===== src/rtl/ind_seq_gen.sv =====
// ---------------------------------------------------------------------------
// ind_seq_gen
//
// Parametrised indicator sequence generator. A WIDTH-bit counter is stepped
// once every PRESC enabled clocks, up or down, and can be parallel-loaded.
// The counter value is presented on a registered indicator bus in one of
// four runtime-selectable encodings. One-cycle step and wrap strobes are
// issued for neighbouring control logic.
//
// Build option:
//   IND_SEQ_BOUNCE_EN  When defined, the counter ping-pongs between 0 and
//                      2^WIDTH-1 using an internal direction flag that is set
//                      from dir only on load. When undefined, the counter
//                      wraps modulo 2^WIDTH and dir is used on every tick.
//
// Parameters:
//   WIDTH     counter / indicator width in bits (>= 2)
//   PRESC     enabled clocks per counter step (>= 1)
//
// Ports:
//   clk       system clock, rising edge
//   rst       asynchronous reset, active-low (0 = reset)
//   en        count enable; the prescaler advances only while 1
//   dir       1 = count up, 0 = count down
//   mode      output encoding: 00 binary, 01 Gray,
//             10 bit-reversed binary, 11 bit-reversed Gray
//   load      synchronous parallel load (highest priority)
//   load_val  value loaded into the counter
//   ind_out   encoded indicator value, registered
//   step      one-cycle pulse coincident with each counter advance
//   wrap      one-cycle pulse on wrap-around (turn-around in bounce mode)
// ---------------------------------------------------------------------------
module ind_seq_gen #(
    parameter int WIDTH = 3,
    parameter int PRESC = 1
) (
    input  logic             clk,
    input  logic             rst,
    input  logic             en,
    input  logic             dir,
    input  logic [1:0]       mode,
    input  logic             load,
    input  logic [WIDTH-1:0] load_val,
    output logic [WIDTH-1:0] ind_out,
    output logic             step,
    output logic             wrap
);

    // Prescaler needs at least one bit even when PRESC == 1.
    localparam int PW = (PRESC > 1) ? $clog2(PRESC) : 1;
    localparam logic [PW-1:0]    PCNT_LAST = PW'(PRESC - 1);
    localparam logic [WIDTH-1:0] CNT_MAX   = '1;
    localparam logic [WIDTH-1:0] CNT_ZERO  = '0;

    // ------------------------------------------------------------------
    // State registers
    // ------------------------------------------------------------------
    logic [WIDTH-1:0] r_cnt;
    logic [PW-1:0]    r_pcnt;
    logic [WIDTH-1:0] r_ind;
    logic             r_step;
    logic             r_wrap;

    // ------------------------------------------------------------------
    // Next-state wires
    // ------------------------------------------------------------------
    logic [WIDTH-1:0] w_cnt_next;
    logic [PW-1:0]    w_pcnt_next;
    logic             w_step_next;
    logic             w_wrap_next;
    logic [WIDTH-1:0] w_ind_next;
    logic             w_tick;

    // Tick: the prescaler has completed a full period on an enabled cycle.
    assign w_tick = en && (r_pcnt == PCNT_LAST);

`ifdef IND_SEQ_BOUNCE_EN
    // Internal travel direction for ping-pong counting (1 = up).
    logic r_dir_up;
    logic w_dir_up_next;

    always_comb begin
        w_cnt_next    = r_cnt;
        w_pcnt_next   = r_pcnt;
        w_step_next   = 1'b0;
        w_wrap_next   = 1'b0;
        w_dir_up_next = r_dir_up;

        if (load) begin
            // dir is only consulted here in bounce mode.
            w_cnt_next    = load_val;
            w_pcnt_next   = '0;
            w_dir_up_next = dir;
        end else if (en) begin
            if (w_tick) begin
                w_pcnt_next = '0;
                w_step_next = 1'b1;
                if (r_dir_up) begin
                    if (r_cnt == CNT_MAX) begin
                        // Turn around at the top: reflect to max-1.
                        w_cnt_next    = CNT_MAX - WIDTH'(1);
                        w_dir_up_next = 1'b0;
                        w_wrap_next   = 1'b1;
                    end else begin
                        w_cnt_next = r_cnt + WIDTH'(1);
                    end
                end else begin
                    if (r_cnt == CNT_ZERO) begin
                        // Turn around at the bottom: reflect to 1.
                        w_cnt_next    = WIDTH'(1);
                        w_dir_up_next = 1'b1;
                        w_wrap_next   = 1'b1;
                    end else begin
                        w_cnt_next = r_cnt - WIDTH'(1);
                    end
                end
            end else begin
                w_pcnt_next = r_pcnt + PW'(1);
            end
        end
    end

    always_ff @(posedge clk or negedge rst) begin
        if (!rst) begin
            r_dir_up <= 1'b1;
        end else begin
            r_dir_up <= w_dir_up_next;
        end
    end
`else
    always_comb begin
        w_cnt_next  = r_cnt;
        w_pcnt_next = r_pcnt;
        w_step_next = 1'b0;
        w_wrap_next = 1'b0;

        if (load) begin
            w_cnt_next  = load_val;
            w_pcnt_next = '0;
        end else if (en) begin
            if (w_tick) begin
                w_pcnt_next = '0;
                w_step_next = 1'b1;
                if (dir) begin
                    w_cnt_next  = r_cnt + WIDTH'(1);
                    w_wrap_next = (r_cnt == CNT_MAX);
                end else begin
                    w_cnt_next  = r_cnt - WIDTH'(1);
                    w_wrap_next = (r_cnt == CNT_ZERO);
                end
            end else begin
                w_pcnt_next = r_pcnt + PW'(1);
            end
        end
    end
`endif

    // ------------------------------------------------------------------
    // Output encoder. Encodes the next counter value so that ind_out
    // updates in the same cycle that step rises.
    // ------------------------------------------------------------------
    logic [WIDTH-1:0] w_gray;
    logic [WIDTH-1:0] w_bin_rev;
    logic [WIDTH-1:0] w_gray_rev;

    assign w_gray = w_cnt_next ^ (w_cnt_next >> 1);

    genvar gi;
    generate
        for (gi = 0; gi < WIDTH; gi++) begin : g_rev
            assign w_bin_rev[gi]  = w_cnt_next[WIDTH-1-gi];
            assign w_gray_rev[gi] = w_gray[WIDTH-1-gi];
        end
    endgenerate

    always_comb begin
        w_ind_next = w_cnt_next;
        case (mode)
            2'b00:   w_ind_next = w_cnt_next;
            2'b01:   w_ind_next = w_gray;
            2'b10:   w_ind_next = w_bin_rev;
            2'b11:   w_ind_next = w_gray_rev;
            default: w_ind_next = w_cnt_next;
        endcase
    end

    // ------------------------------------------------------------------
    // Registers
    // ------------------------------------------------------------------
    always_ff @(posedge clk or negedge rst) begin
        if (!rst) begin
            r_cnt  <= '0;
            r_pcnt <= '0;
            r_ind  <= '0;
            r_step <= 1'b0;
            r_wrap <= 1'b0;
        end else begin
            r_cnt  <= w_cnt_next;
            r_pcnt <= w_pcnt_next;
            r_ind  <= w_ind_next;
            r_step <= w_step_next;
            r_wrap <= w_wrap_next;
        end
    end

    assign ind_out = r_ind;
    assign step    = r_step;
    assign wrap    = r_wrap;

endmodule


===== config.mk =====
export PLATFORM = sky130hd
export DESIGN_NAME = ind_seq_gen
export DESIGN_NICKNAME = d
export VERILOG_FILES = /design/src/rtl/ind_seq_gen.sv
export SDC_FILE = /design/constraint.sdc
export NUM_CORES = 1
export LEC_CHECK = 0
export ABC_AREA = 1
export CORE_AREA = 2 2 39 41
export CTS_BUF_LIST = sky130_fd_sc_hd__clkbuf_4 sky130_fd_sc_hd__clkbuf_8
export CTS_CLUSTER_DIAMETER = 40
export DETAILED_ROUTE_END_ITERATION = 16
export DIE_AREA = 0 0 41 43
export PLACE_DENSITY_LB_ADDON = 0.12
export SYNTH_ARGS = -nofsm -noshare
export SYNTH_HDL_FRONTEND = slang
export SYNTH_SLANG_ARGS = --single-unit

===== constraint.sdc =====
create_clock -name clk -period 2.9 [get_ports clk]
set_input_delay 0.29 -clock clk [delete_from_list [all_inputs] [get_ports clk]]
set_output_delay 0.29 -clock clk [all_outputs]
set_load 0.005 [all_outputs]

==> results of run 1 <==
[cells by family (layout without fill, tap and decap cells)]
group | after synthesis | in the layout | share of synthesized area
buffers and inverters | 13 | 31 | 0.0929
flip-flops | 9 | 9 | 0.429
AO/OA/AOI/OAI | 3 | 3 | 0.0524
adder cells (fa/ha/maj) | 1 | 1 | 0.0381
AND/OR/NAND/NOR | 42 | 42 | 0.388
[how the worst min path moves through the flow]
stage,endpoint,slack (ns)
after floorplan,ind_out[0]$_DFF_PN0_,-0.006
after CTS,r_pcnt$_DFFE_PN0P_,0.32
after global routing,r_pcnt$_DFFE_PN0P_,0.33
after detailed placement,wrap$_DFF_PN0_,0.57
after global placement,wrap$_DFF_PN0_,0.57
final,r_pcnt$_DFFE_PN0P_,0.31
[worst register-to-register path, stage by stage, from the launching register on]
cell and delay, ns:
dfrtp_1 0.41, fa_1 0.51, nand3_1 0.08, nand3_1 0.11
nand2_2 0.08, inv_2 0.07, nand2_2 0.05, nand3_1 0.07
nand3_1 0.06
[layout make-up]
| cell class | instances | area share |
|---|---|---|
| Timing Repair Buffer | 14 | 0.196 |
| Tap cell | 16 | 0.0280 |
| Inverter | 13 | 0.0682 |
| Sequential cell | 9 | 0.315 |
| Clock buffer | 4 | 0.0420 |
| Multi-Input combinational cell | 46 | 0.351 |
[layer usage]
layer  wire [µm]  vias up  track usage
met5           0        -            0
met4           0        0       0.0400
met3          49        0       0.0628
met2         440       13        0.188
met1         432      203        0.177
li1            -      251            -
[registers in the layout, summed over array words and instances, names as in the netlist]
register  flops
ind_out       3
r_cnt         3
step          1
wrap          1
r_pcnt        1
[through the flow]
step	util	hold slack, ns
2_1_floorplan	-	-0.00559
3_3_place_gp	0.495	0.570
3_5_place_dp	0.495	0.568
4_1_cts	0.517	0.316
5_1_grt	0.517	0.335
6_report	0.517	0.307
[placed cells by master, fill, tap and decap left out, drive strengths merged]
cell type,n
clkbuf,4
o22ai,1
nor3,1
nor2,4
or2,2
inv,13
dfrtp,9
nand4,2
fa,1
clkdlybuf4s50,14
nand2,19
nand3,14
a21oi,2
[where the power goes]
group	switching, W	internal [W]
Clock	0.0000408	0.0000622
Combinational	0.0000441	0.0000449
Sequential	0.00000709	0.000138
==> impl_metrics.env, run 1 <==
export IMPL_cellLeakagePower_nw=0.361
export IMPL_drt_iter0_markers=16
export IMPL_cp_num_buf_inv=3
export IMPL_cp_endpoint="ind_out[0]$_DFF_PN0_"
export IMPL_setup_violations=0
export IMPL_portBuffers=14
export IMPL_async_flop_share=1.00
export IMPL_cts_resized=0
export IMPL_numClockSinks=9
export IMPL_die_w_um=41
export IMPL_viasPerCell=4.58
export IMPL_synth_area_leaders="dfrtp_1, nand3_1, nand2_1"
export IMPL_status="completed"
export IMPL_grt_pass1_vias=403
export IMPL_wl_um=922
export IMPL_crit_arrival_ns=1.92
export IMPL_synth_distinct_cells=17
export IMPL_antenna_cells=0
export IMPL_synth_top_area_frac=0.429
export IMPL_finalClockSkew_ns=0.0103
export IMPL_vias=467
export IMPL_fill_cells=141
export IMPL_grt_total_usage=0.133
export IMPL_cts_tree="built"
export IMPL_cp_top_family="buffers and inverters"
export IMPL_wire_per_inst_um=9.04
export IMPL_syn_inst=68
export IMPL_regToRegStartpoint="r_cnt[0]$_DFF_PN0_"
export IMPL_placed_cell_area_um2=686
export IMPL_dp_slack_ns=0.846
export IMPL_setup_slack_ns=1.11
export IMPL_layout_cells_non_filler=102
export IMPL_dr_pass1_iters=4
export IMPL_start_util=0.380
export IMPL_ys_seq_area_frac=0.429
export IMPL_power_density_nw_per_um2=471
export IMPL_dp_cells=98
export IMPL_dp_hpwl_um=766
export IMPL_worst_pin_slew_ns=0.369
export IMPL_reg2reg_slack_ns=1.34
export IMPL_antenna_found_initial=0
export IMPL_gr_total_overflow=0
export IMPL_cts_path_max_buffers=2
export IMPL_finalMaxSlewViolations=0
export IMPL_grt_setup_unrepaired="no"
export IMPL_cpPeakStageDelay_ns=0.54
export IMPL_tns_ns=0
export IMPL_path_class="in2reg"
export IMPL_synth_top_cell_by_area="dfrtp_1"
export IMPL_max_freq_mhz=558
export IMPL_dieHeight_um=43
export IMPL_grt_pass1_wl_um=1570
export IMPL_multi_input_area_um2=251
export IMPL_cp_max_fo=4
export IMPL_p_total_w=0.000337
export IMPL_cts_buffers=3
export IMPL_ys_flop_type="dfrtp_1"
export IMPL_gp_congestion=0.687
export IMPL_ctsHoldBuffers=0
export IMPL_period_needed_ns=1.79
export IMPL_synth_avg_cell_area_um2=7.73
export IMPL_regArea_um2=225
export IMPL_io_pins=15
export IMPL_cts_setup_buffers=0
export IMPL_hold_path_class="in2async"
export IMPL_fin_crit_sh=0.617
export IMPL_synth_seq_cells=9
export IMPL_design_area_um2=716
export IMPL_placementRows=14
export IMPL_synth_area_um2=526
export IMPL_clock_root_buffer="clkbuf_4"
export IMPL_clk_latency_ns=0.26
export IMPL_path_cells="clkdlybuf4s50_1 -> inv_1 -> fa_1 -> nand3_1 -> nand3_1 -> nand2_2 -> inv_2 -> nand2_2 -> nand3_1 -> nand3_1"
export IMPL_core_area_um2=1380
export IMPL_worstRegToRegCells=8
export IMPL_htree_levels=1
export IMPL_grt_max_degree=10
export IMPL_cp_end_kind="flop"
export IMPL_cts_clk_slew_worst_paths_ns=0.06
export IMPL_area_delta_synth_final_pct=36.2
export IMPL_drcViolationCount=0
export IMPL_rr_endpoint="ind_out[0]$_DFF_PN0_"
export IMPL_drtAntennaViolNets=0
export IMPL_maxCapViolations=0
export IMPL_cp_slowest_cell="fa_1"
export IMPL_yosysWarnings=0
export IMPL_start_kind="input port"
export IMPL_syn_nets=79
export IMPL_critical_path_depth=10
export IMPL_synth_edff_count=0
export IMPL_dieArea_um2=1760
export IMPL_hold_violations=0
export IMPL_maxSlewHeadroom=0.753
export IMPL_peakVddDrop_mv=0.229
export IMPL_yosysMostFrequentCell="nand2_1"
export IMPL_fin_nets=98
export IMPL_yosys_top_cells_count="nand2_1, nand3_1, inv_1, dfrtp_1, nand2_2"
export IMPL_startpoint="dir"
export IMPL_drive_gt1_frac=0.163
export IMPL_crit_top_cell="nand3_1"
export IMPL_crit_required_ns=3.03
Note: power is estimated with default switching activity, not from simulation.
==> run 2: changes to the inputs <==
==> constraint.sdc (replaced) <==
create_clock -name clk -period 1.87 [get_ports clk]
set_input_delay 0.187 -clock clk [delete_from_list [all_inputs] [get_ports clk]]
set_output_delay 0.187 -clock clk [all_outputs]
set_load 0.005 [all_outputs]
==> run 2 against run 1 <==
Net effect: hold slack lost 0.086 ns; combinational power grew 57%; critical path depth is the same; global-route usage grew 1.1 points; first-iteration DRC count shrank 31%; register-to-register slack lost 1.0 ns; critical path type unchanged; critical endpoint is now ind_out[2]$_DFF_PN0_; largest cell class unchanged.
==> impl_metrics.env, run 2 (synthesis gave the netlist of run 1 again) <==
export IMPL_seqPwrFrac=0.425
export IMPL_worstRegToRegCells=8
export IMPL_start_kind="input port"
export IMPL_cp_max_fo=3
export IMPL_dieHeight_um=43
export IMPL_setup_violations=0
export IMPL_drive_gt1_frac=0.172
export IMPL_tns_ns=0
export IMPL_status="completed"
export IMPL_internal_power_w=0.000381
export IMPL_design_area_um2=723
export IMPL_power_frac_comb=0.265
export IMPL_finalMaxSlewViolations=0
export IMPL_grt_total_usage=0.144
export IMPL_layout_common_cells="nand2_1, clkdlybuf4s50_1, nand3_1"
export IMPL_max_freq_mhz=608
export IMPL_viasPerCell=4.79
export IMPL_cts_buffers=3
export IMPL_regToRegStartpoint="r_cnt[0]$_DFF_PN0_"
export IMPL_grt_setup_unrepaired="no"
export IMPL_dieArea_um2=1760
export IMPL_hold_violations=0
export IMPL_cts_resized=0
export IMPL_fill_cells=147
export IMPL_post_route_util=0.523
export IMPL_cp_num_buf_inv=3
export IMPL_finalClockSkew_ns=0.00621
export IMPL_htree_levels=1
export IMPL_cellLeakagePower_nw=0.366
export IMPL_crit_top_cell="nand3_1"
export IMPL_placementRows=14
export IMPL_wl_um=1000
export IMPL_p_clk_frac=0.310
export IMPL_path_cells="clkdlybuf4s50_1 -> inv_1 -> fa_1 -> nand3_1 -> nand3_1 -> nand2_2 -> inv_2 -> nand2_2 -> nand3_1 -> nand3_1"
export IMPL_crit_arrival_ns=1.78
export IMPL_gp_congestion=0.727
export IMPL_multi_input_area_um2=251
export IMPL_grt_max_degree=10
export IMPL_die_w_um=41
export IMPL_cts_clk_slew_worst_paths_ns=0.06
export IMPL_cp_slowest_cell="fa_1"
export IMPL_cts_setup_buffers=0
export IMPL_fin_crit_sh=0.879
export IMPL_swShare=0.279
export IMPL_reg2reg_slack_ns=0.31
export IMPL_path_class="in2reg"
export IMPL_grt_pass1_wl_um=1670
export IMPL_placed_cell_area_um2=693
export IMPL_drtAntennaViolNets=0
export IMPL_regArea_um2=225
export IMPL_numClockSinks=9
export IMPL_startpoint="dir"
export IMPL_gr_total_overflow=0
export IMPL_cts_tree="built"
export IMPL_fin_nets=99
export IMPL_period_needed_ns=1.64
export IMPL_cp_top_family="buffers and inverters"
export IMPL_grt_pass1_vias=417
export IMPL_final_common_cell="nand2_1"
export IMPL_dp_hpwl_um=804
export IMPL_crit_required_ns=2.01
export IMPL_clock_root_buffer="clkbuf_4"
export IMPL_power_density_nw_per_um2=732
export IMPL_antenna_cells=0
export IMPL_worst_pin_slew_ns=0.407
export IMPL_io_pins=15
export IMPL_antenna_found_initial=0
export IMPL_area_delta_synth_final_pct=37.6
export IMPL_start_util=0.380
export IMPL_maxSlewHeadroom=0.728
export IMPL_cp_end_kind="flop"
export IMPL_dr_pass1_iters=4
export IMPL_ctsHoldBuffers=0
export IMPL_p_sw_w=0.000148
export IMPL_vias=493
export IMPL_wire_per_inst_um=9.74
export IMPL_fin_hold_ws_ns=0.221
export IMPL_clk_latency_ns=0.26
export IMPL_cts_path_max_buffers=2
export IMPL_portBuffers=14
export IMPL_hold_path_class="in2async"
export IMPL_peakVddDrop_mv=0.326
export IMPL_core_area_um2=1380
export IMPL_rr_endpoint="ind_out[2]$_DFF_PN0_"
export IMPL_cpPeakStageDelay_ns=0.53
export IMPL_setup_slack_ns=0.226
export IMPL_critical_path_depth=10
export IMPL_cp_endpoint="ind_out[2]$_DFF_PN0_"
export IMPL_dp_slack_ns=-0.0378
export IMPL_drt_iter0_markers=11
export IMPL_drcViolationCount=0
export IMPL_maxCapViolations=0
-- run 2: cell count changes in the layout (fill, tap and decap cells not counted) --
| cell | delta |
|---|---|
| buf_4 | +1 |
-- run 2: per-stage QoR --
stage | cells | power (W)
after floorplan | 68 | 0.000304
after global placement | 99 | 0.000367
after detailed placement | 99 | 0.000370
after CTS | 103 | 0.000536
after global routing | 103 | 0.000564
final | 103 | 0.000529
-- run 2: how the worst min path moves through the flow --
stage               slack, ns                    to  from  cells after the start
floorplan               -0.11  ind_out[0]$_DFF_PN0_   rst                      0
global placement         0.52    r_pcnt$_DFFE_PN0P_   rst                      1
detailed placement       0.51    r_pcnt$_DFFE_PN0P_   rst                      1
CTS                      0.23    r_pcnt$_DFFE_PN0P_   rst                      1
global route             0.26    r_pcnt$_DFFE_PN0P_   rst                      1
finish                   0.22    r_pcnt$_DFFE_PN0P_   rst                      1
-- run 2: area by class of cell --
class / count / area share
well taps: 16 / 0.0277
multi-input cells: 46 / 0.348
repair buffers: 15 / 0.204
clock buffers: 4 / 0.0415
flip-flops and latches: 9 / 0.311
inverters: 13 / 0.0675
-- run 2: routing by layer --
| metal | track usage | vias up | wire length (µm) |
|---|---|---|---|
| met5 | 0 | - | 0 |
| met4 | 0.100 | 0 | 14 |
| met3 | 0.0314 | 2 | 72 |
| met2 | 0.216 | 21 | 506 |
| met1 | 0.173 | 218 | 409 |
| li1 | - | 252 | - |
-- run 2: power groups by stage --
stage	registers, W	clock network (W)	logic (W)
floorplan	0.000229	0	0.0000751
global placement	0.000228	0	0.000139
detailed placement	0.000229	0	0.000141
CTS	0.000225	0.000170	0.000141
global route	0.000227	0.000178	0.000159
finish	0.000225	0.000164	0.000140
-- run 2: worst register-to-register path: stages, from the launching register on --
cell	delay (ns)
dfrtp_1	0.41
fa_1	0.51
nand3_1	0.07
nand3_1	0.11
nand2_2	0.07
inv_2	0.07
nand2_2	0.06
nand3_1	0.07
nand3_1	0.06
